### config.mk
export PLATFORM = sky130hd
export DESIGN_NAME = pattern_scan_controller
export DESIGN_NICKNAME = d
export VERILOG_FILES = /design/src/rtl/pattern_scan_pkg.sv /design/src/rtl/pattern_match_unit.sv /design/src/rtl/pattern_scan_controller.sv
export SDC_FILE = /design/constraint.sdc
export NUM_CORES = 1
export LEC_CHECK = 0
export BUFFER_PORTS_ARGS = -buffer_cell sky130_fd_sc_hd__buf_2
export CORE_UTILIZATION = 38
export CTS_CLUSTER_DIAMETER = 120
export DETAILED_ROUTE_END_ITERATION = 10
export MAX_ROUTING_LAYER = met4
export REMOVE_ABC_BUFFERS = 1
export SYNTH_ARGS = -nofsm -noshare
export SYNTH_HDL_FRONTEND = slang
export SYNTH_SLANG_ARGS = --single-unit
export TNS_END_PERCENT = 5
### constraint.sdc
create_clock -name clk -period 2.15 [get_ports clk]
set_input_delay 0 -clock clk [delete_from_list [all_inputs] [get_ports clk]]
set_output_delay 0 -clock clk [all_outputs]
set_load 0.05 [all_outputs]
### src/rtl/pattern_scan_pkg.sv
// Shared types and default sizes for the pattern scan controller.
// Per-slot hit counters are built only when PSC_HIT_COUNT_EN is defined.
package pattern_scan_pkg;

   typedef enum logic [1:0] {
      IDLE = 2'd0,
      SCAN = 2'd1,
      DONE = 2'd2
   } psc_state_e;

   localparam int PSC_DW      = 8;
   localparam int PSC_NUM_PAT = 3;
   localparam int PSC_LEN_W   = 8;
   localparam int PSC_CNT_W   = 8;

endpackage

### src/rtl/pattern_match_unit.sv
// Combinational wildcard matcher: slot k hits when every cared bit of data equals val_k.
// A slot with an all-zero care mask matches any byte.
module pattern_match_unit
   import pattern_scan_pkg::*;
#(
   parameter int DW      = PSC_DW,
   parameter int NUM_PAT = PSC_NUM_PAT
) (
   input  logic [DW-1:0]         data_i,
   input  logic [NUM_PAT*DW-1:0] val_i,
   input  logic [NUM_PAT*DW-1:0] care_i,
   output logic [NUM_PAT-1:0]    hit_o
);

   always_comb begin
      hit_o = '0;
      for (int k = 0; k < NUM_PAT; k++) begin
         hit_o[k] = (((data_i ^ val_i[k*DW +: DW]) & care_i[k*DW +: DW]) == '0);
      end
   end

endmodule

### src/rtl/pattern_scan_controller.sv
// Runs a burst of stream bytes through the wildcard matcher and records which slots hit.
// Defining PSC_HIT_COUNT_EN adds saturating per-slot hit counters on hit_cnt.
//
// Stream handshake: a beat transfers on a rising edge where in_valid && in_ready;
// in_ready is high only in SCAN, and in_data is ignored on every other cycle.
module pattern_scan_controller
   import pattern_scan_pkg::*;
#(
   parameter int DW      = PSC_DW,
   parameter int NUM_PAT = PSC_NUM_PAT,
   parameter int LEN_W   = PSC_LEN_W,
   parameter int CNT_W   = PSC_CNT_W
) (
   input  logic                     clk,
   input  logic                     rst,
   input  logic                     start,
   input  logic [LEN_W-1:0]         len,
   input  logic                     stop_on_hit,
   input  logic [NUM_PAT*DW-1:0]    pat_val,
   input  logic [NUM_PAT*DW-1:0]    pat_care,
   input  logic [DW-1:0]            in_data,
   input  logic                     in_valid,
   output logic                     in_ready,
   output logic                     busy,
   output logic                     done,
   output logic [NUM_PAT-1:0]       hit_vec,
   output logic                     first_valid,
   output logic [LEN_W-1:0]         first_idx,
   output logic [NUM_PAT-1:0]       first_pat,
   output logic [NUM_PAT*CNT_W-1:0] hit_cnt,
   output psc_state_e               dbg_state
);

   psc_state_e                state_q, state_d;
   logic [LEN_W-1:0]          idx_q, idx_d;
   logic [LEN_W-1:0]          len_q, len_d;
   logic                      stop_q, stop_d;
   logic [NUM_PAT*DW-1:0]     val_q, val_d;
   logic [NUM_PAT*DW-1:0]     care_q, care_d;
   logic [NUM_PAT-1:0]        hit_vec_q, hit_vec_d;
   logic                      first_valid_q, first_valid_d;
   logic [LEN_W-1:0]          first_idx_q, first_idx_d;
   logic [NUM_PAT-1:0]        first_pat_q, first_pat_d;
   logic [NUM_PAT-1:0]        beat_hit;
   logic                      start_ok;
   logic                      accept;

   pattern_match_unit #(
      .DW      (DW),
      .NUM_PAT (NUM_PAT)
   ) u_match (
      .data_i  (in_data),
      .val_i   (val_q),
      .care_i  (care_q),
      .hit_o   (beat_hit)
   );

   assign start_ok = start && (state_q == IDLE);
   assign accept   = in_valid && (state_q == SCAN);

   always_comb begin
      state_d       = state_q;
      idx_d         = idx_q;
      len_d         = len_q;
      stop_d        = stop_q;
      val_d         = val_q;
      care_d        = care_q;
      hit_vec_d     = hit_vec_q;
      first_valid_d = first_valid_q;
      first_idx_d   = first_idx_q;
      first_pat_d   = first_pat_q;
      case (state_q)
         IDLE: begin
            if (start) begin
               len_d         = len;
               stop_d        = stop_on_hit;
               val_d         = pat_val;
               care_d        = pat_care;
               idx_d         = '0;
               hit_vec_d     = '0;
               first_valid_d = 1'b0;
               first_idx_d   = '0;
               first_pat_d   = '0;
               state_d       = (len == '0) ? DONE : SCAN;
            end
         end
         SCAN: begin
            if (in_valid) begin
               idx_d     = idx_q + LEN_W'(1);
               hit_vec_d = hit_vec_q | beat_hit;
               if ((beat_hit != '0) && !first_valid_q) begin
                  first_valid_d = 1'b1;
                  first_idx_d   = idx_q;
                  first_pat_d   = beat_hit;
               end
               // The last beat is detected by index so the counter never has to wrap.
               if ((idx_q == len_q - LEN_W'(1)) || (stop_q && (beat_hit != '0))) begin
                  state_d = DONE;
               end
            end
         end
         DONE:    state_d = IDLE;
         default: state_d = IDLE;
      endcase
   end

   always_ff @(posedge clk) begin
      if (rst) begin
         state_q       <= IDLE;
         idx_q         <= '0;
         len_q         <= '0;
         stop_q        <= 1'b0;
         val_q         <= '0;
         care_q        <= '0;
         hit_vec_q     <= '0;
         first_valid_q <= 1'b0;
         first_idx_q   <= '0;
         first_pat_q   <= '0;
      end else begin
         state_q       <= state_d;
         idx_q         <= idx_d;
         len_q         <= len_d;
         stop_q        <= stop_d;
         val_q         <= val_d;
         care_q        <= care_d;
         hit_vec_q     <= hit_vec_d;
         first_valid_q <= first_valid_d;
         first_idx_q   <= first_idx_d;
         first_pat_q   <= first_pat_d;
      end
   end

`ifdef PSC_HIT_COUNT_EN
   logic [CNT_W-1:0] cnt_q [NUM_PAT];
   logic [CNT_W-1:0] cnt_d [NUM_PAT];

   always_comb begin
      for (int k = 0; k < NUM_PAT; k++) begin
         cnt_d[k] = cnt_q[k];
         if (start_ok) begin
            cnt_d[k] = '0;
         end else if (accept && beat_hit[k] && (cnt_q[k] != '1)) begin
            cnt_d[k] = cnt_q[k] + CNT_W'(1);
         end
      end
   end

   always_ff @(posedge clk) begin
      for (int k = 0; k < NUM_PAT; k++) begin
         if (rst) cnt_q[k] <= '0;
         else     cnt_q[k] <= cnt_d[k];
      end
   end

   for (genvar g = 0; g < NUM_PAT; g++) begin : g_cnt_out
      assign hit_cnt[g*CNT_W +: CNT_W] = cnt_q[g];
   end
`else
   logic unused_cnt;
   assign unused_cnt = start_ok ^ accept;
   assign hit_cnt    = '0;
`endif

   assign in_ready    = (state_q == SCAN);
   assign busy        = (state_q == SCAN) || (state_q == DONE);
   assign done        = (state_q == DONE);
   assign hit_vec     = hit_vec_q;
   assign first_valid = first_valid_q;
   assign first_idx   = first_idx_q;
   assign first_pat   = first_pat_q;
   assign dbg_state   = state_q;

endmodule
-- After elaboration in Yosys (flattened, before gate mapping)
Index checks and enable logic that the tools add are counted.
- register bits after elaboration: 82
- latch bits: 0
- memory bits (writable): 0
- bits in read-only memories: 0
- input bits: 69
- output and inout bits: 44
- memories kept: 0
- add/subtract/negate cells: 2
- multiply operators: 0
- div/mod/pow operators: 0
- $lt $le $gt $ge: 0
- eq/ne operators: 7
- shifts and indexed selects: 0
- multiplexer cells: 21
- bitwise operators: 7
- reductions and logical operators: 16
- operators with widths (operator ; number):
    $logic_not A8 Y1 ; 4
    $mux W8 ; 4
    $pmux W8 S2 ; 2
    $and A8 B8 Y8 ; 3
    $xor A8 B8 Y8 ; 3
    $mux W3 ; 4
    $pmux W3 S2 ; 2
    $add A8 B1 Y8 const B ; 1
    $eq A8 B8 Y1 ; 1
    $mux W2 ; 4
    $sub A8 B1 Y8 const B ; 1
    $reduce_and A3 Y1 ; 2
    $ne A2 B1 Y1 const B ; 2
    $ne A2 B2 Y1 const B ; 2
    $pmux W2 S2 ; 1
    $reduce_and A4 Y1 ; 1
    $mux W1 ; 3
    $or A3 B3 Y3 ; 1
    $reduce_bool A3 Y1 ; 1
    $eq A2 B1 Y1 const B ; 1
    $eq A2 B2 Y1 const B ; 1
    $logic_and A1 B1 Y1 ; 2
    $logic_not A2 Y1 ; 1
    $logic_or A1 B1 Y1 ; 2
    4 further kinds ; 4

-- Depth between registers and ports, before layout
Gate-level depths: netlist of the first run.
- depth after elaboration: 9
- depth in mapped cells: 9

-- Modules after synthesis
A second synthesis of the first run with hierarchy kept.
- cells, all modules: 469
- area total of the unflattened synthesis: 3798.6 sq um
- by module, submodules not included (module ; instances ; cells an instance ; area an instance (sq um) ; seq. area each (sq um)):
    pattern_scan_controller ; 1 ; 430 ; 3472.1 ; 1641.6
    pattern_match_unit ; 1 ; 39 ; 326.6 ; 0.0

-- Least setup slack after synthesis of the first run
Ideal clock, no wire load.
- kind: register to register
- start: register state_q[0] (netlist: dbg_state[0])
- end: register first_idx_q[7] (netlist: first_idx[7])
- library setup time: 128 ps
- arrival time: 2454 ps
- required time: 2022 ps
- path slack: -431 ps
- stages on the path, launching flop included: 9
- buffers on the path: 1
- clock period less this slack: 2581 ps
- cell sequence: dfxtp_1 ha_1 or2_2 o211ai_1 a21o_1 a31o_2 buf_2 a22oi_1 nor2_1
- word-level cells in the longest chain between the ends: 3
- elaborated cells between the ends (all ways): 8
- ends and longest elaborated chain (element ; line ; RTL):
    from (decl) ; pattern_scan_controller.sv:34 ; psc_state_e state_q, state_d;
    from (signal assigned) ; pattern_scan_controller.sv:120 ; state_q <= state_d;
    $eq A2 B1 Y1 (*) ; n/a ;
    via in_ready ; pattern_scan_controller.sv:23 ; output logic in_ready,
    $ne A2 B1 Y1 (no line), or another cell as far along ; n/a ;
    $reduce_and A4 Y1 (no line) ; n/a ;
    to (signal assigned) ; pattern_scan_controller.sv:128 ; first_idx_q <= first_idx_d;
    to (decl) ; pattern_scan_controller.sv:42 ; logic [LEN_W-1:0] first_idx_q, first_idx_d;
Mark *: on every way through the listed nets, which the timed path passes. The rest lies on a longest branch.
A chain may end at the register's enable or synchronous reset.

-- Worst setup path in the final report of the first run
- start: register val_q[4]
- end: register first_idx_q[5] (netlist: first_idx[5])
- word-level cells in the longest chain between the ends: 7
- ends and longest elaborated chain (element ; line ; RTL):
    from (decl) ; pattern_scan_controller.sv:38 ; logic [NUM_PAT*DW-1:0] val_q, val_d;
    from (signal assigned) ; pattern_scan_controller.sv:124 ; val_q <= val_d;
    $xor A8 B8 Y8 ; pattern_match_unit.sv:18 ; hit_o[k] = (((data_i ^ val_i[k*DW +: DW]) & care_i[k*DW +: DW]) == '0);
    $and A8 B8 Y8 ; pattern_match_unit.sv:18 ;
    $logic_not A8 Y1 ; pattern_match_unit.sv:18 ;
    $reduce_bool A3 Y1 ; pattern_scan_controller.sv:91 ; if ((beat_hit != '0) && !first_valid_q) begin
    $logic_and A1 B1 Y1 ; pattern_scan_controller.sv:91 ;
    $ne A2 B1 Y1 (no line) ; n/a ;
    $reduce_and A4 Y1 (no line) ; n/a ;
No other way between the ends.

==> results of run 1 <==
## area by class of cell
class                           count  area [µm²]
Clock inverter                      6         114
Timing Repair Buffer              151        1090
Fill cell                         947        4610
Inverter                            7        26.3
Sequential cell                    82        1640
Tap cell                          133         166
Clock buffer                       10         138
Multi-Input combinational cell    351        1980
## power groups by stage
stage | Combinational, W | Sequential, W | Clock [W]
finish | 0.00168 | 0.00189 | 0.00139
global route | 0.00185 | 0.00192 | 0.00148
global placement | 0.00157 | 0.00192 | 0
floorplan | 0.00102 | 0.00203 | 0
CTS | 0.00168 | 0.00189 | 0.00141
detailed placement | 0.00160 | 0.00193 | 0
## cells in the mapped netlist, types with 4 or more instances
cell type and number:
a22oi_4 4, nand4_1 4, nor3_1 4, a22oi_1 17, xnor2_1 5, buf_4 24, nand2_1 118, nand3_1 5
buf_1 4, dfxtp_1 82, clkbuf_1 18, xor2_1 37, a21oi_1 62, inv_1 7, nor2_1 32, ha_1 5
## per-layer routing
metal,vias up,wire length [µm],track usage (%)
met5,-,0,-
met4,0,120,7.69
met3,11,340,3.63
met2,84,4860,35.3
met1,1607,4460,23.6
li1,1769,-,-
## worst max-delay path by stage
stage                                          from                   endpoint  slack (ns)  depth (start not counted)
after detailed placement      val_q[4]$_SDFFE_PP0P_  first_idx[5]$_SDFFE_PP0P_        0.16                          6
after global routing      dbg_state[1]$_SDFFE_PP0P_  first_idx[2]$_SDFFE_PP0P_        0.01                          8
after CTS                     val_q[4]$_SDFFE_PP0P_  first_idx[5]$_SDFFE_PP0P_        0.14                          6
after floorplan           dbg_state[0]$_SDFFE_PP0P_  first_idx[0]$_SDFFE_PP0P_       -0.33                          7
final                         val_q[4]$_SDFFE_PP0P_  first_idx[5]$_SDFFE_PP0P_        0.17                          6
after global placement        val_q[4]$_SDFFE_PP0P_  first_idx[0]$_SDFFE_PP0P_        0.20                          6
## registers in the layout, indices dropped and copies added (netlist names)
signal       flops
care_q          24
val_q           24
first_idx        8
idx_q            8
len_q            8
first_pat        3
hit_vec          3
dbg_state        2
first_valid      1
stop_q           1
## per-stage QoR
stage                     setup TNS, ns  total power (W)  hold WS, ns  utilization (%)
after global placement                0          0.00349        0.242             44.4
after detailed placement              0          0.00352        0.248             44.4
after floorplan                  -12.56          0.00305       0.0691                -
after global routing                  0          0.00526       0.0909             52.8
after CTS                             0          0.00498       0.0557             52.8
final                                 0          0.00496       0.0793             52.8
## cells by family (layout without fill, tap and decap cells)
kind of cell,after synthesis,count (layout),synth area share (%)
flip-flops,82,82,42.9
AND/OR/NAND/NOR,180,180,20.2
adder cells (fa/ha/maj),5,5,1.63
multiplexers,1,1,0.261
buffers and inverters,55,174,7.81
AO/OA/AOI/OAI,99,99,17.6
XOR/XNOR,42,42,9.60
other,1,24,0.0979
## repair_timing
item | in CTS | in global routing
hold buffers | 57 | 0
endpoints found under the hold margin | 57 | 0
gates resized for setup | 0 | 1
endpoints found under the setup margin | 0 | 1
==> metrics.txt, run 1 <==
outcome complete, no violations; Sw Share roughly 37%; first-pass GRT wire length 15,800 µm; CTS tree done; synth warn 0; area grow syn2layout 34.8%; Tightest Hold Check Type input port to flop; Top FF cell, synth dfxtp_1; Cell Area, Synth 3830 µm²; TritonRoute pass-1 iters 4; Post-CTS Setup Inserts 0; CTS root buf clkbuf_8; CP Buf/Inv Count 0; reg2reg setup slack around 0.17 ns; WL/cell 13.2 µm; share of the synthesized area in the top cell type 42.9%; Pint about 0.0031 W; total grt overflow 0; IO Pins about 110; critical path cell sequence xor2_1 > a22oi_1 > nand4_2 > a311oi_4 > a22oi_1 > nor2_1; Post-Place Cell Area between 4000 and 5000 µm²; #FFs+latches synth 82; Crit Path Class flop to flop; Post-synth EDFFs 0; All-Layer GR Usage 20.5%; clk slew on worst S/H paths 0.09 ns; cell mode on critical path a22oi_1; hold wc startpoint rst; largest net degree at the start of global routing 54; WP data required between 2 and 2.5 ns; Final Hold Fails 0; placed insts ~670; P_leak ~2.3 nW; most common cell after layout, fill and taps aside nand2_1; Clock Path Buffers 2; Starting Density about two fifths; area leader, netlist dfxtp_1; delay-heaviest family, CP compound AO/OA/AOI/OAI gates; Chip Width 102 µm; Finished Layout Cells between 700 and 800; hold endpoint idx_q[0]$_SDFFE_PP0P_; largest cells by area after synthesis dfxtp_1, nand2_1, xor2_1, a21oi_1, buf_4; crit end category flop; Final period util between 90% and 100%; ant diodes 0; overall via count from detail_route between 3k and 4k; die area between 10,000 and 15,000 µm²; DP HPWL 6560 µm; Mapped Cells 465; Residual DRC 0; fin area 5160 µm²; max cap viols 0; Clock Sink Count 82; RSZ-0062 raised after global routing no; maximum clock frequency 506 MHz; Final min period 1.98 ns; clock share of power 28.0%; Place WS 0.162 ns; final number of max-transition violations 0; routability cong. approximately 0.82; antenna-violating nets left 0; FF-to-FF End first_idx[5]$_SDFFE_PP0P_; port bufs 88; register area share after synthesis 42.9%; initial antenna violation count 0; Via density between 4 and 5; WL final 9780 µm; Setup Skew roughly 0.010 ns; maximum vdd drop slightly below 0.5 mV; crit-path max FO 9; Comb power frac about 34%; setup violators final 0; Reg power frac 38.2%; share of layout cells above drive strength 1 between 20% and 30%; critical path arrival between 2 and 2.5 ns; Worst-Skew Late Latency 0.36 ns; Netlist cell types 45; Worst path slowest cell a311oi_4; commonest non-fill, non-tap cells in the layout nand2_1, buf_2, dfxtp_1; Power per Cell Area 960 nW/µm²; slowest stage delay, CP ~0.53 ns; Worst Hold Depth 2; R2R depth 6; number of global-route vias before repair 3,409; Post-synth ARST share 0%; die span in y 102 µm; worst setup margin around 0.17 ns; Initial DRC Count ~80; CTS HTree Levels 3; switching power total about 0.0018 W; CTS buffer count 9; core area 9770 µm²; Final #Nets approximately 680; kind of start point of the critical path flop; Syn Area/Cell 8.24 µm²; std cell rows 36; Reg-to-Reg Start val_q[4]$_SDFFE_PP0P_
(Power assumes the default switching activity.)
==> run 2, diff against run 1 <==
--- a/config.mk
+++ b/config.mk
@@ -6,10 +6,11 @@
 export NUM_CORES = 1
 export LEC_CHECK = 0
 export BUFFER_PORTS_ARGS = -buffer_cell sky130_fd_sc_hd__buf_2
-export CORE_UTILIZATION = 38
+export CORE_UTILIZATION = 52
 export CTS_CLUSTER_DIAMETER = 120
 export DETAILED_ROUTE_END_ITERATION = 10
 export MAX_ROUTING_LAYER = met4
+export PLACE_DENSITY = 0.8
 export REMOVE_ABC_BUFFERS = 1
 export SYNTH_ARGS = -nofsm -noshare
 export SYNTH_HDL_FRONTEND = slang
==> metrics.txt, run 2 (synthesis gave the netlist of run 1 again) <==
kind of start point of the critical path flop; setup violators final 0; Finished Core Util between 70 and 80%; ant diodes 0; DP HPWL ~6200 µm; measured slew at the worst slew-check pin approximately 0.63 ns; worst setup margin 0.125 ns; std cell rows 30; maximum vdd drop 0.484 mV; largest net degree at the start of global routing 34; All-Layer GR Usage between 20% and 30%; Final #Nets a little under 700; first-pass GRT wire length approximately 16,000 µm; area grow syn2layout 32.4%; busiest grt layer met2; WL/cell around 15 µm; total grt overflow 0; core area 6940 µm²; critical path arrival 2.30 ns; WP data required around 2.4 ns; Chip Width about 90 µm; Final period util a little over nine tenths; fillers around 540; max cap viols 0; CTS buffer count 9; largest registers care_q x24, val_q x24; antenna-violating nets left 0; CTS tree done; met3 usage a little over 6%; Reg power frac roughly two fifths; most common cell after layout, fill and taps aside nand2_1; Place WS about 0.17 ns; Comb power frac 35.8%; IO Pins 113; GR Layer Usage met2 ~52%; final number of max-transition violations 0; slew margin rel. a little under 60%; Final min period 2.02 ns; CTS root buf clkbuf_8; routability cong. between 0.8 and 0.9; Worst-Skew Late Latency approximately 0.35 ns; die span in y 87.8 µm; crit end category flop; Via density around 5.1; Starting Density 55.2%; initial antenna violation count 0; number of global-route vias before repair between 3k and 4k; TritonRoute pass-1 iters 4; Crit Path Class flop to flop; outcome complete, no violations; RSZ-0062 raised after global routing no; clk slew on worst S/H paths 0.08 ns; WHS ~0.15 ns; overall via count from detail_route around 3.6k; switching power total between 0.0015 and 0.002 W; Clock Sink Count 82; met1 usage in global routing between 30% and 40%; port bufs slightly below 90; clock share of power roughly a quarter; share of layout cells above drive strength 1 roughly a fifth; Power per Cell Area about 950 nW/µm²; CTS HTree Levels 3; commonest non-fill, non-tap cells in the layout nand2_1, buf_2, dfxtp_1; crit-path max FO 9; Tightest Hold Check Type input port to flop; Clock Path Buffers 2; Final Hold Fails 0; Sw Share 37.5%; Initial DRC Count between 150 and 200; die area 7710 µm²; P_leak between 2 and 2.5 nW; WL final 10,300 µm; Residual DRC 0; post-cts resize count 0; maximum clock frequency 494 MHz; Setup Skew 0.00948 ns; Pint between 0.002 and 0.003 W
==> run 2: critical path: stages, from the launching register on <==
cell and delay [ns]:
dfxtp_1 0.32, xor2_1 0.16, a22oi_1 0.33, nand4_1 0.33, a311oi_4 0.37, buf_4 0.21, a22oi_1 0.11, nor2_1 0.11
==> run 2: area by class of cell <==
type / instances / area, µm² / area share [%]
Timing Repair Buffer: 155 / 1090 / 21.4
Tap cell: 96 / 120 / 2.37
Clock buffer: 15 / 186 / 3.68
Multi-Input combinational cell: 351 / 1980 / 39.0
Clock inverter: 1 / 30.0 / 0.592
Sequential cell: 82 / 1640 / 32.4
Inverter: 7 / 26.3 / 0.518
==> run 2: per-layer routing <==
layer / part of all wire [%] / vias up
met1: 40 / 1720
met3: 5.8 / 16
met2: 52 / 118
met5: 0 / -
met4: 1.4 / 0
li1: - / 1783
==> run 2: path summary, 6_finish.rpt <==
path                            cells past startpoint                        end  slack, ns                   start
worst max-delay path                                7  first_idx[2]$_SDFFE_PP0P_       0.13  val_q[15]$_SDFFE_PP0P_
worst min-delay path                                2      idx_q[0]$_SDFFE_PP0P_       0.15                     rst
worst max register to register                      7  first_idx[2]$_SDFFE_PP0P_       0.13  val_q[15]$_SDFFE_PP0P_
worst min register to register                      2     care_q[7]$_SDFFE_PP0P_       0.46  care_q[7]$_SDFFE_PP0P_
==> run 2: power by group through the flow <==
stage	clock network [W]	logic, W	registers, W
global placement	0	0.00151	0.00191
CTS	0.00120	0.00164	0.00188
global route	0.00129	0.00185	0.00191
detailed placement	0	0.00155	0.00192
finish	0.00119	0.00171	0.00189
floorplan	0	0.00102	0.00203
==> run 2: repair_timing <==
action	4_1_cts	5_1_grt
buffers inserted	0	3
endpoints found under the setup margin	0	14
hold buffers	57	0
endpoints found under the hold margin	57	0
==> run 2: through the flow <==
stage	TNS, ns	total power (W)	std cells	cell area [µm²]
after global placement	0	0.00342	631	4260
final	0	0.00480	707	5070
after global routing	0	0.00505	707	5070
after detailed placement	0	0.00347	631	4260
after floorplan	-12.56	0.00305	440	3640
after CTS	0	0.00473	704	5050
